`src/rtl/sipo_deserializer_if.sv`:
```
// sipo_deserializer_if: serial-in bit stream plus the parallel valid/ready word port and status flags.
interface sipo_deserializer_if #(parameter int WIDTH = 4);
    logic             sin;
    logic             sen;
    logic             sync;
    logic             pready;
    logic [WIDTH-1:0] pout;
    logic             pvalid;
    logic             busy;
    logic             overrun;
    logic             frame_err;
    modport master (output sin, sen, sync, pready, input pout, pvalid, busy, overrun, frame_err);
    modport slave  (input sin, sen, sync, pready, output pout, pvalid, busy, overrun, frame_err);
endinterface

```
`src/rtl/sipo_deserializer.sv`:
```
// sipo_deserializer: sync-aligned serial-to-parallel receiver with a valid/ready holding register.
module sipo_deserializer #(
    parameter int WIDTH     = 4,
    parameter bit MSB_FIRST = 1'b1
) (
    input logic                clk,
    input logic                rst,
    sipo_deserializer_if.slave bus
);
    localparam int CW = $clog2(WIDTH + 1);
    typedef enum logic {HUNT, RECV} state_t;
    state_t           r_state;
    logic [CW-1:0]    r_cnt;
    logic [WIDTH-1:0] r_asm;
    logic [WIDTH-1:0] r_pout;
    logic             r_pvalid;
    logic             r_busy;
    logic             r_overrun;
    logic             r_frame_err;
    logic [WIDTH-1:0] w_base;
    logic [WIDTH-1:0] w_word;
    logic [CW-1:0]    w_cnt;
    logic             w_acc;
    logic             w_resync;
    logic             w_done;
    // A sync bit always starts from an empty word, so the shift source is cleared for it.
    always_comb begin
        w_acc    = bus.sen && (bus.sync || r_state == RECV);
        w_resync = bus.sen && bus.sync && r_state == RECV;
        w_base   = bus.sync ? '0 : r_asm;
        w_word   = MSB_FIRST ? ((w_base << 1) | WIDTH'(bus.sin))
                             : ((w_base >> 1) | (WIDTH'(bus.sin) << (WIDTH - 1)));
        w_cnt    = bus.sync ? CW'(1) : r_cnt + CW'(1);
        w_done   = w_acc && w_cnt == CW'(WIDTH);
    end
    always_ff @(posedge clk or posedge rst) begin
        if (rst) begin
            r_state     <= HUNT;
            r_cnt       <= '0;
            r_asm       <= '0;
            r_pout      <= '0;
            r_pvalid    <= 1'b0;
            r_busy      <= 1'b0;
            r_overrun   <= 1'b0;
            r_frame_err <= 1'b0;
        end else begin
            r_overrun   <= 1'b0;
            r_frame_err <= w_resync;
            if (w_acc) begin
                r_asm   <= w_word;
                r_state <= w_done ? HUNT : RECV;
                r_busy  <= !w_done;
                r_cnt   <= w_done ? '0 : w_cnt;
            end
            if (w_done && (!r_pvalid || bus.pready)) begin
                r_pout   <= w_word;
                r_pvalid <= 1'b1;
            end else if (w_done) begin
                r_overrun <= 1'b1;
            end else if (r_pvalid && bus.pready) begin
                r_pvalid <= 1'b0;
            end
        end
    end
    assign bus.pout      = r_pout;
    assign bus.pvalid    = r_pvalid;
    assign bus.busy      = r_busy;
    assign bus.overrun   = r_overrun;
    assign bus.frame_err = r_frame_err;
endmodule
```
`src/flat_wrapper.sv`:
```
// flat-port wrapper written by rule: the top's interface ports become plain ports
module sipo_deserializer_flat 
#(
    parameter int WIDTH     = 4,
    parameter bit MSB_FIRST = 1'b1
)
  (clk, rst, bus_sin, bus_sen, bus_sync, bus_pready, bus_pout, bus_pvalid, bus_busy, bus_overrun, bus_frame_err);
  sipo_deserializer_if #(.WIDTH(WIDTH)) bus_i ();
  input logic clk;
  input logic rst;
  input wire logic [$bits(bus_i.sin)-1:0] bus_sin;
  input wire logic [$bits(bus_i.sen)-1:0] bus_sen;
  input wire logic [$bits(bus_i.sync)-1:0] bus_sync;
  input wire logic [$bits(bus_i.pready)-1:0] bus_pready;
  output wire logic [$bits(bus_i.pout)-1:0] bus_pout;
  output wire logic [$bits(bus_i.pvalid)-1:0] bus_pvalid;
  output wire logic [$bits(bus_i.busy)-1:0] bus_busy;
  output wire logic [$bits(bus_i.overrun)-1:0] bus_overrun;
  output wire logic [$bits(bus_i.frame_err)-1:0] bus_frame_err;
  assign bus_i.sin = bus_sin;
  assign bus_i.sen = bus_sen;
  assign bus_i.sync = bus_sync;
  assign bus_i.pready = bus_pready;
  assign bus_pout = bus_i.pout;
  assign bus_pvalid = bus_i.pvalid;
  assign bus_busy = bus_i.busy;
  assign bus_overrun = bus_i.overrun;
  assign bus_frame_err = bus_i.frame_err;
  sipo_deserializer #(.WIDTH(WIDTH), .MSB_FIRST(MSB_FIRST)) u_core (.clk(clk), .rst(rst), .bus(bus_i));
endmodule
```
`config.mk`:
```
export PLATFORM = sky130hd
export DESIGN_NAME = sipo_deserializer_flat
export DESIGN_NICKNAME = d
export VERILOG_FILES = /design/src/rtl/sipo_deserializer_if.sv /design/src/rtl/sipo_deserializer.sv /design/src/flat_wrapper.sv
export SDC_FILE = /design/constraint.sdc
export NUM_CORES = 1
export LEC_CHECK = 0
export CORE_MARGIN = 2
export CORE_UTILIZATION = 30
export CTS_BUF_LIST = sky130_fd_sc_hd__clkbuf_8
export CTS_CLUSTER_DIAMETER = 30
export DETAILED_ROUTE_END_ITERATION = 7
export SLEW_MARGIN = 20
export SYNTH_ARGS = -nofsm -noshare
export SYNTH_HDL_FRONTEND = slang
export SYNTH_SLANG_ARGS = --single-unit
```
`constraint.sdc`:
```
create_clock -name clk -period 2.3 [get_ports clk]
set_clock_uncertainty 0.1 [all_clocks]
set_input_delay 0.46 -clock clk [delete_from_list [all_inputs] [get_ports clk]]
set_output_delay 0.46 -clock clk [all_outputs]
set_load 0.01 [all_outputs]
```
==> flow_summary_export.csv, run 1 <==
group,metric,value,unit
run_status,status,"completed",
clock_tree,path_clk_slew,0.06,ns
route,antenna_left,0,
finish,multi_input_area,265,µm²
timing,worst_pin_slew,0.516,ns
timing,slew_headroom,0.656,
worst_setup_path,critPathLaunch,"u_core.r_state",
worst_setup_path,cp_data_required_time,1.74,ns
synth,muxShareOfSynthArea,0.0904,
timing,post-route-min-period,1.86,ns
pwr,comb_power_share,0.328,
pwr,p_leak,0.409,nW
timing,rsz0062_at_grt,"no",
synth,seq_area_frac_synth,0.562,
synth,synth_top_cell_by_area,"dfrtp_1",
synth,ys_top_cells_by_count,"14 x dfrtp_1, 5 x mux2_2, 4 x a22o_2",
clock_tree,cts_hold_buf,0,
pwr,power,0.000892,W
pwr,p_clk_frac,0.261,
synth,synth-seq-cells,14,
global_route,antenna_found_initial,0,
synth,synth_compound_area_frac,0.112,
pwr,seqPwrFrac,0.411,
synth,synth_warnings,0,
worst_setup_path,arrival,1.30,ns
route,routedWlPerCell,12.6,µm
die,core,1960,µm²
die,die_y,49.6,µm
worst_setup_path,reg2reg_to,"u_core.bus.pout[0]",
synth,synth_cells,48,
worst_setup_path,cp_num_buf_inv,1,
die,start_util,0.318,
global_route,grt_pass1_vias,433,
clock_tree,tritoncts,"yes",
synth,yosysMostFrequentCell,"dfrtp_1",
finish,drive_above_1_share,0.324,
finish,final_core_util,0.441,
synth,async_reset_ff_frac,1.00,
synth,netlist-cell-type-count,19,
global_route,grt_use_total,0.111,
timing,fmax,538,MHz
finish,syn_to_final_growth,38.8,%
pwr,p_switching,0.000255,W
min_path,min_path_cells,1,
route,drt_pass1_iterations,4,
pwr,irDropWorstVdd,0.426,mV
synth,synth_top_family_by_area,"simple AND/OR/NAND/NOR gates",
clock_tree,insertion_delay,0.24,ns
finish,nets,76,
synth,syn_avg_cell_area,13.0,µm²
synth,synth_nets,55,
die,io-pin-count,14,
worst_setup_path,cpPeakStageDelay,0.59,ns
finish,diodes,0,
place,placed_cells,91,
synth,synth_xor_area_frac,0.0141,
clock_tree,cts_htree_levels,1,
synth,synth-simple-area-share,0.189,
worst_setup_path,critPathCaptureType,"primary output",
clock_tree,cts-root-buf,"clkbuf_8",
finish,num-fill-cells,203,
clock_tree,clock_sinks,14,
finish,regArea,350,µm²
clock_tree,cts-resized-gates,0,
finish,fin_cells,95,
worst_setup_path,crit_family,"buffers and inverters",
worst_setup_path,cp_cell_sequence,"clkdlybuf4s50_1",
pwr,power.density,1030,nW/µm²
synth,synth_enable_flop_cells,0,
synth,synth_area,623,µm²
route,vias_per_cell,4.68,
worst_setup_path,cp-start-kind,"flip-flop",
global_route,grt_pass1_wl,1.97,mm
place,hpwlAfterDp,861,µm
clock_tree,cts_setup_buffers,0,
synth,synthAdderAreaFrac,0.0201,
min_path,holdPathEnd,"u_core.bus.pout[2]",
die,std_cell_rows,16,
synth,synthTopCellsByArea,"dfrtp_1 56%, mux2_2 9.0%, a22o_2 6.4%, and2b_2 4.2%, nand3_1 2.4%",
global_route,gr-total-overflow,0,
job,drv_cap,0,
pwr,swShare,0.286,
worst_setup_path,crit_type,"reg2out",
clock_tree,clockBufferDepth,2,
worst_setup_path,rrSetupSlack,0.46,ns
min_path,worstHoldPathType,"reg2reg",
global_route,grt_start_max_net_pins,15,
route,routed_wl,1.19,mm
min_path,worstHoldStart,"u_core.bus.pout[2]",
timing,setup_viol,0,
route,drc,0,
timing,finalSetupTns,0,ns
place,gp_congestion,0.687,
synth,yosysTopAreaCellShare,0.562,
timing,slew_violations,0,
die,die_width,49.6,µm
synth,synth_ff_type,"dfrtp_1",
pwr,internal_power,0.000637,W
die,die-area,2460,µm²
route,drt-initial-drc-count,3,
timing,hold_viol,0,
worst_setup_path,r2r_start,"u_core.r_cnt[0]",
route,dr_total_vias,445,
worst_setup_path,path_max_fanout,8,
place,portBuffers,13,
worst_setup_path,cpMaxStageDelayCell,"clkdlybuf4s50_1",
worst_setup_path,r2r.worst_path.cells,4,
timing,period_share,0.808,
clock_tree,numCtsBuffers,3,
worst register-to-register path: cells and delay by family (launching register included):
kind	cells	cell delay, ns
multiplexers	1	0.35
adder cells (fa/ha/maj)	1	0.33
AND/OR/NAND/NOR	2	0.54
flip-flops	1	0.41
per-stage QoR:
stage | setup WS [ns] | hold slack [ns] | area, µm²
detailed placement | 0.253 | 0.397 | 810
floorplan | 0.592 | 0.249 | 623
global placement | 0.262 | 0.391 | 810
global route | 0.393 | 0.417 | 865
finish | 0.443 | 0.402 | 865
CTS | 0.440 | 0.409 | 865
layout make-up:
class                           instances  area share
Clock buffer                            4      0.0637
Tap cell                               27      0.0391
Multi-Input combinational cell         32       0.307
Sequential cell                        14       0.405
Timing Repair Buffer                   16       0.177
Inverter                                2     0.00868
power groups by stage:
stage	clock network (W)	registers, W	logic (W)
final	0.000233	0.000366	0.000293
after detailed placement	0	0.000368	0.000290
after global placement	0	0.000366	0.000289
after global routing	0.000253	0.000375	0.000318
after CTS	0.000240	0.000365	0.000293
after floorplan	0	0.000374	0.000156
registers in the layout, summed over array words and instances (netlist names):
signal / count
u_core.bus.overrun: 1
u_core.r_state: 1
u_core.r_cnt: 3
u_core.bus.pout: 4
u_core.r_asm: 3
u_core.bus.pvalid: 1
u_core.bus.frame_err: 1
worst max-delay path by stage:
stage / endpoint / depth (start not counted)
floorplan: u_core.bus.pout[0] / 4
global placement: u_core.bus.pout[1] / 4
detailed placement: u_core.bus.pout[1] / 4
CTS: bus_busy / 1
global route: u_core.bus.pout[0] / 4
finish: bus_busy / 1
routing by layer:
layer  track usage  vias up  routed length, µm
met2         0.180       11                588
met1         0.130      214                518
met4        0.0694        0                 14
li1              -      218                  -
met5             0        -                  0
met3        0.0303        2                 71
cell families (layout without fill, tap and decap cells):
kind of cell / Yosys count / after routing
xor+xnor: 1 / 1
mux: 5 / 5
compound gates: 9 / 9
buf+inv: 2 / 22
fa+ha+maj: 1 / 1
flops: 14 / 14
simple gates: 16 / 16
placed cells by master (no fill, tap or decap):
cell type	instances
dfrtp_1	14
and3_2	1
a22o_2	4
nand2b_1	1
clkdlybuf4s50_1	13
and2b_1	2
and3b_4	1
nand3_1	3
nor2_1	2
and4bb_1	1
mux2_2	5
buf_4	3
and2b_2	3
o21ai_0	3
inv_1	2
ha_1	1
and4_4	1
nand2_1	1
a311o_1	1
xor2_1	1
clkbuf_8	4
a21oi_1	1
Power figures use the tool's default switching activity.
==> run 2: changes to the inputs <==
==> constraint.sdc (replaced) <==
create_clock -name clk -period 1.7 [get_ports clk]
set_clock_uncertainty 0.1 [all_clocks]
set_input_delay 0.34 -clock clk [delete_from_list [all_inputs] [get_ports clk]]
set_output_delay 0.34 -clock clk [all_outputs]
set_load 0.01 [all_outputs]
==> flow_summary_export.csv, run 2 (synthesized netlist as in run 1, its figures left out) <==
group,metric,value,unit
clock_tree,clockBufferDepth,2,
clock_tree,path_clk_slew,0.06,ns
min_path,worstHoldPathType,"in2async",
global_route,grt_start_max_net_pins,15,
finish,layout_common_cells,"13 x clkdlybuf4s50_1, 13 x dfrtp_1, 12 x buf_4",
die,die-area,2460,µm²
worst_setup_path,cp_data_required_time,1.73,ns
timing,period_share,1.01,
route,vias_per_cell,4.48,
pwr,p_leak,0.452,nW
die,core,1960,µm²
timing,fmax,582,MHz
finish,diodes,0,
worst_setup_path,crit_type,"reg2reg",
worst_setup_path,critPathCaptureType,"flip-flop",
route,drt_pass1_iterations,3,
finish,syn_to_final_growth,50.0,%
global_route,grt_use_total,0.117,
clock_tree,cts-root-buf,"clkbuf_8",
finish,drive_above_1_share,0.429,
timing,setup_viol,4,
route,routedWlPerCell,11.7,µm
worst_setup_path,r2r.worst_path.cells,4,
worst_setup_path,r2r_start,"u_core.r_cnt[1]",
clock_tree,clock_sinks,14,
global_route,grt_pass1_vias,486,
global_route,grt_pass1_wl,2.19,mm
timing,setup_ws,-0.0179,ns
die,std_cell_rows,16,
worst_setup_path,rrSetupSlack,-0.02,ns
route,drt-initial-drc-count,6,
finish,fin_cells,104,
die,io-pin-count,14,
route,antenna_left,0,
route,drc,0,
timing,slew_violations,0,
timing,post-route-min-period,1.72,ns
timing,hold_viol,0,
global_route,gr-total-overflow,0,
worst_setup_path,reg2reg_to,"u_core.bus.pout[1]",
route,dr_total_vias,466,
place,hpwlAfterDp,920,µm
place,dp_slack,-0.168,ns
clock_tree,numCtsBuffers,3,
finish,nets,85,
finish,largest_reg_flops,4,
worst_setup_path,arrival,1.74,ns
job,drv_cap,0,
pwr,power,0.00133,W
pwr,irDropWorstVdd,0.516,mV
global_route,antenna_found_initial,0,
place,placed_cells,99,
timing,finalSetupTns,-0.0571,ns
die,die_y,49.6,µm
timing,rsz0062_at_grt,"yes",
die,start_util,0.318,
place,gp_congestion,0.774,
worst_setup_path,path_max_fanout,4,
worst_setup_path,cp-start-kind,"flip-flop",
place,portBuffers,13,
clock_tree,cts_htree_levels,1,
timing,slew_headroom,0.647,
route,routed_wl,1.22,mm
run_status,failed_checks,"setup timing",
finish,final_core_util,0.476,
pwr,power.density,1420,nW/µm²
timing,worst_pin_slew,0.529,ns
clock_tree,tritoncts,"yes",
run_status,status,"finished with violations",
clock_tree,insertion_delay,0.24,ns
die,die_width,49.6,µm
-- run 2: worst max-delay path: stages, from the launching register on --
cell	delay (ns)
dfrtp_1	0.38
ha_1	0.30
and2b_2	0.25
and4_4	0.24
mux2_2	0.33
-- run 2: power breakdown --
group	internal [W]	switching (W)	leakage (nW)	total [W]
clock	0.000205	0.000115	0.0288	0.000320
sequential	0.000425	0.0000615	0.179	0.000486
combinational	0.000338	0.000183	0.244	0.000520
-- run 2: how the worst max path moves through the flow --
stage,startpoint,endpoint,depth (start not counted)
5_1_grt,u_core.r_cnt[1],u_core.bus.pout[2],4
6_report,u_core.r_cnt[1],u_core.bus.pout[1],4
3_3_place_gp,bus_sync,u_core.bus.pout[1],4
3_5_place_dp,bus_sync,u_core.bus.pout[1],4
2_1_floorplan,u_core.r_cnt[0],u_core.bus.pout[0],4
4_1_cts,u_core.r_cnt[1],u_core.bus.pout[1],4
-- run 2: final cells by class --
type | count | area (µm²)
fill | 193 | 1030
sequential | 14 | 352
multi-input combinational | 32 | 267
timing repair buffer | 25 | 220
clock buffer | 4 | 55.1
tap | 27 | 33.8
inverter | 2 | 7.51
-- run 2: repair_timing --
item / in CTS / in global routing
hold buffers: 0 / 0
pin swaps: 0 / 1
endpoints found under the setup margin: 6 / 5
resized for setup: 2 / 0
buffers inserted: 1 / 0
-- run 2: per-stage QoR --
| stage | hold WS (ns) | area (µm²) |
|---|---|---|
| detailed placement | 0.390 | 870 |
| global placement | 0.393 | 870 |
| CTS | 0.367 | 935 |
| floorplan | 0.129 | 623 |
| finish | 0.336 | 935 |
| global route | 0.422 | 935 |
-- run 2: routing by layer --
metal,wire (µm),GRT usage
met1,576,0.159
met2,567,0.176
met3,58,0.0273
met4,14,0.0556
met5,0,0
==> run 3: changes to the inputs <==
--- a/config.mk
+++ b/config.mk
@@ -10,6 +10,7 @@
 export CTS_BUF_LIST = sky130_fd_sc_hd__clkbuf_8
 export CTS_CLUSTER_DIAMETER = 30
 export DETAILED_ROUTE_END_ITERATION = 7
+export GPL_TIMING_DRIVEN = 0
 export SLEW_MARGIN = 20
 export SYNTH_ARGS = -nofsm -noshare
 export SYNTH_HDL_FRONTEND = slang
==> flow_summary_export.csv, run 3 (synthesized netlist as in run 1, its figures left out) <==
group,metric,value,unit
global_route,use_met3,0.0182,
timing,slew_violations,0,
timing,setup_viol,4,
die,die-area,2460,µm²
die,io-pin-count,14,
timing,post-route-min-period,1.72,ns
route,drc,0,
timing,slew_headroom,0.605,
pwr,seqPwrFrac,0.391,
finish,diodes,0,
clock_tree,cts-root-buf,"clkbuf_8",
finish,final_common_cell,"dfrtp_1",
place,hpwlAfterDp,818,µm
pwr,comb_power_share,0.403,
global_route,grt.busiest_layer,"met2",
clock_tree,clockBufferDepth,2,
place,gp_congestion,0.668,
die,start_util,0.318,
die,std_cell_rows,16,
finish,nets,77,
global_route,grt.met1_usage,0.149,
die,die_y,49.6,µm
clock_tree,clock_sinks,14,
place,portBuffers,13,
pwr,p_clk_frac,0.206,
route,dr_total_vias,456,
route,routed_wl,1.21,mm
worst_setup_path,arrival,1.74,ns
clock_tree,insertion_delay,0.23,ns
route,antenna_left,0,
worst_setup_path,cp_data_required_time,1.72,ns
run_status,failed_checks,"setup timing",
clock_tree,cts_htree_levels,1,
route,vias_per_cell,4.80,
pwr,irDropWorstVdd,0.549,mV
global_route,gr-usage-met2,0.156,
worst_setup_path,cpPeakStageDelay,0.39,ns
global_route,grt_pass1_wl,1.96,mm
clock_tree,numCtsBuffers,3,
worst_setup_path,critPathCaptureType,"flip-flop",
job,drv_cap,0,
route,routedWlPerCell,12.7,µm
global_route,gr-total-overflow,0,
finish,syn_to_final_growth,41.4,%
global_route,grt_start_max_net_pins,15,
worst_setup_path,cpMaxStageDelayCell,"dfrtp_1",
die,die_width,49.6,µm
pwr,internal_power,0.000903,W
timing,setup_ws,-0.0243,ns
worst_setup_path,path_max_fanout,4,
place,post_dp_cell_area,787,µm²
die,core,1960,µm²
global_route,grt_use_total,0.104,
route,drt_pass1_iterations,4,
finish,largest_reg_flops,4,
pwr,swShare,0.283,
timing,hold_viol,0,
worst_setup_path,cp_cell_sequence,"ha_1 -> and2b_2 -> and4_4 -> mux2_4",
timing,worst_pin_slew,0.587,ns
clock_tree,tritoncts,"yes",
clock_tree,path_clk_slew,0.05,ns
route,drt-initial-drc-count,6,
global_route,grt_pass1_vias,433,
worst_setup_path,crit_type,"reg2reg",
finish,layout_common_cells,"13 x dfrtp_1, 11 x clkdlybuf4s50_1",
min_path,worstHoldPathType,"in2async",
pwr,p_switching,0.000357,W
pwr,p_leak,0.415,nW
pwr,power,0.00126,W
pwr,power.density,1430,nW/µm²
global_route,antenna_found_initial,0,
worst_setup_path,crit_family,"simple AND/OR/NAND/NOR gates",
timing,period_share,1.01,
timing,fmax,580,MHz
worst_setup_path,cp-start-kind,"flip-flop",
finish,fin_area,881,µm²
finish,drive_above_1_share,0.368,
run_status,status,"finished with violations",
worst_setup_path,cp_num_buf_inv,0,
timing,rsz0062_at_grt,"yes",
finish,final_core_util,0.449,
run 3: final cells by class:
cell class                      instances  area [µm²]
Clock buffer                            3        41.3
Fill cell                             195        1080
Inverter                                2        7.51
Multi-Input combinational cell         32         289
Sequential cell                        14         352
Tap cell                               27        33.8
Timing Repair Buffer                   17         158
run 3: path summary, 6_finish.rpt:
check | startpoint | to | cells past startpoint | slack (ns)
max | u_core.r_cnt[1] | u_core.bus.pout[2] | 4 | -0.02
min | rst | u_core.bus.pout[3] | 2 | 0.35
max reg2reg | u_core.r_cnt[1] | u_core.bus.pout[2] | 4 | -0.02
min reg2reg | u_core.bus.pout[0] | u_core.bus.pout[0] | 1 | 0.41
max in group asynchronous | rst | u_core.r_state | 2 | 0.77
min in group clk | u_core.bus.pout[0] | u_core.bus.pout[0] | 1 | 0.41
run 3: worst register-to-register path, cell delays in order, from the launching register on:
cell     delay, ns
dfrtp_1       0.39
ha_1          0.31
and2b_2       0.24
and4_4        0.27
mux2_4        0.31
run 3: power by group through the flow:
stage                     sequential (W)  combinational (W)  clock (W)
after floorplan                 0.000506           0.000211          0
after global placement          0.000490           0.000375          0
after detailed placement        0.000494           0.000389          0
after CTS                       0.000487           0.000478   0.000266
after global routing            0.000504           0.000545   0.000283
final                           0.000493           0.000507   0.000260
run 3: per-layer routing:
metal / part of all wire / vias up
met4: 0.017 / 0
met2: 0.45 / 12
li1: - / 216
met5: 0 / -
met3: 0.041 / 4
met1: 0.49 / 224
run 3: repair_timing:
action	in CTS	in global routing
gates resized for setup	8	1
pin swaps	1	2
hold endpoints to repair	0	0
hold buffers	0	0
cloned	0	0
buffers inserted	3	1
setup endpoints to repair	7	5
run 3: stage by stage:
step | setup TNS, ns | worst slack (ns) | instances | hold WS, ns
after global routing | -0.292 | -0.0736 | 95 | 0.406
after CTS | -0.0678 | -0.0189 | 94 | 0.374
final | -0.0903 | -0.0243 | 95 | 0.349
after detailed placement | -2.50 | -0.398 | 88 | 0.395
after global placement | -2.37 | -0.419 | 88 | 0.390
after floorplan | 0 | 0.0118 | 48 | 0.129
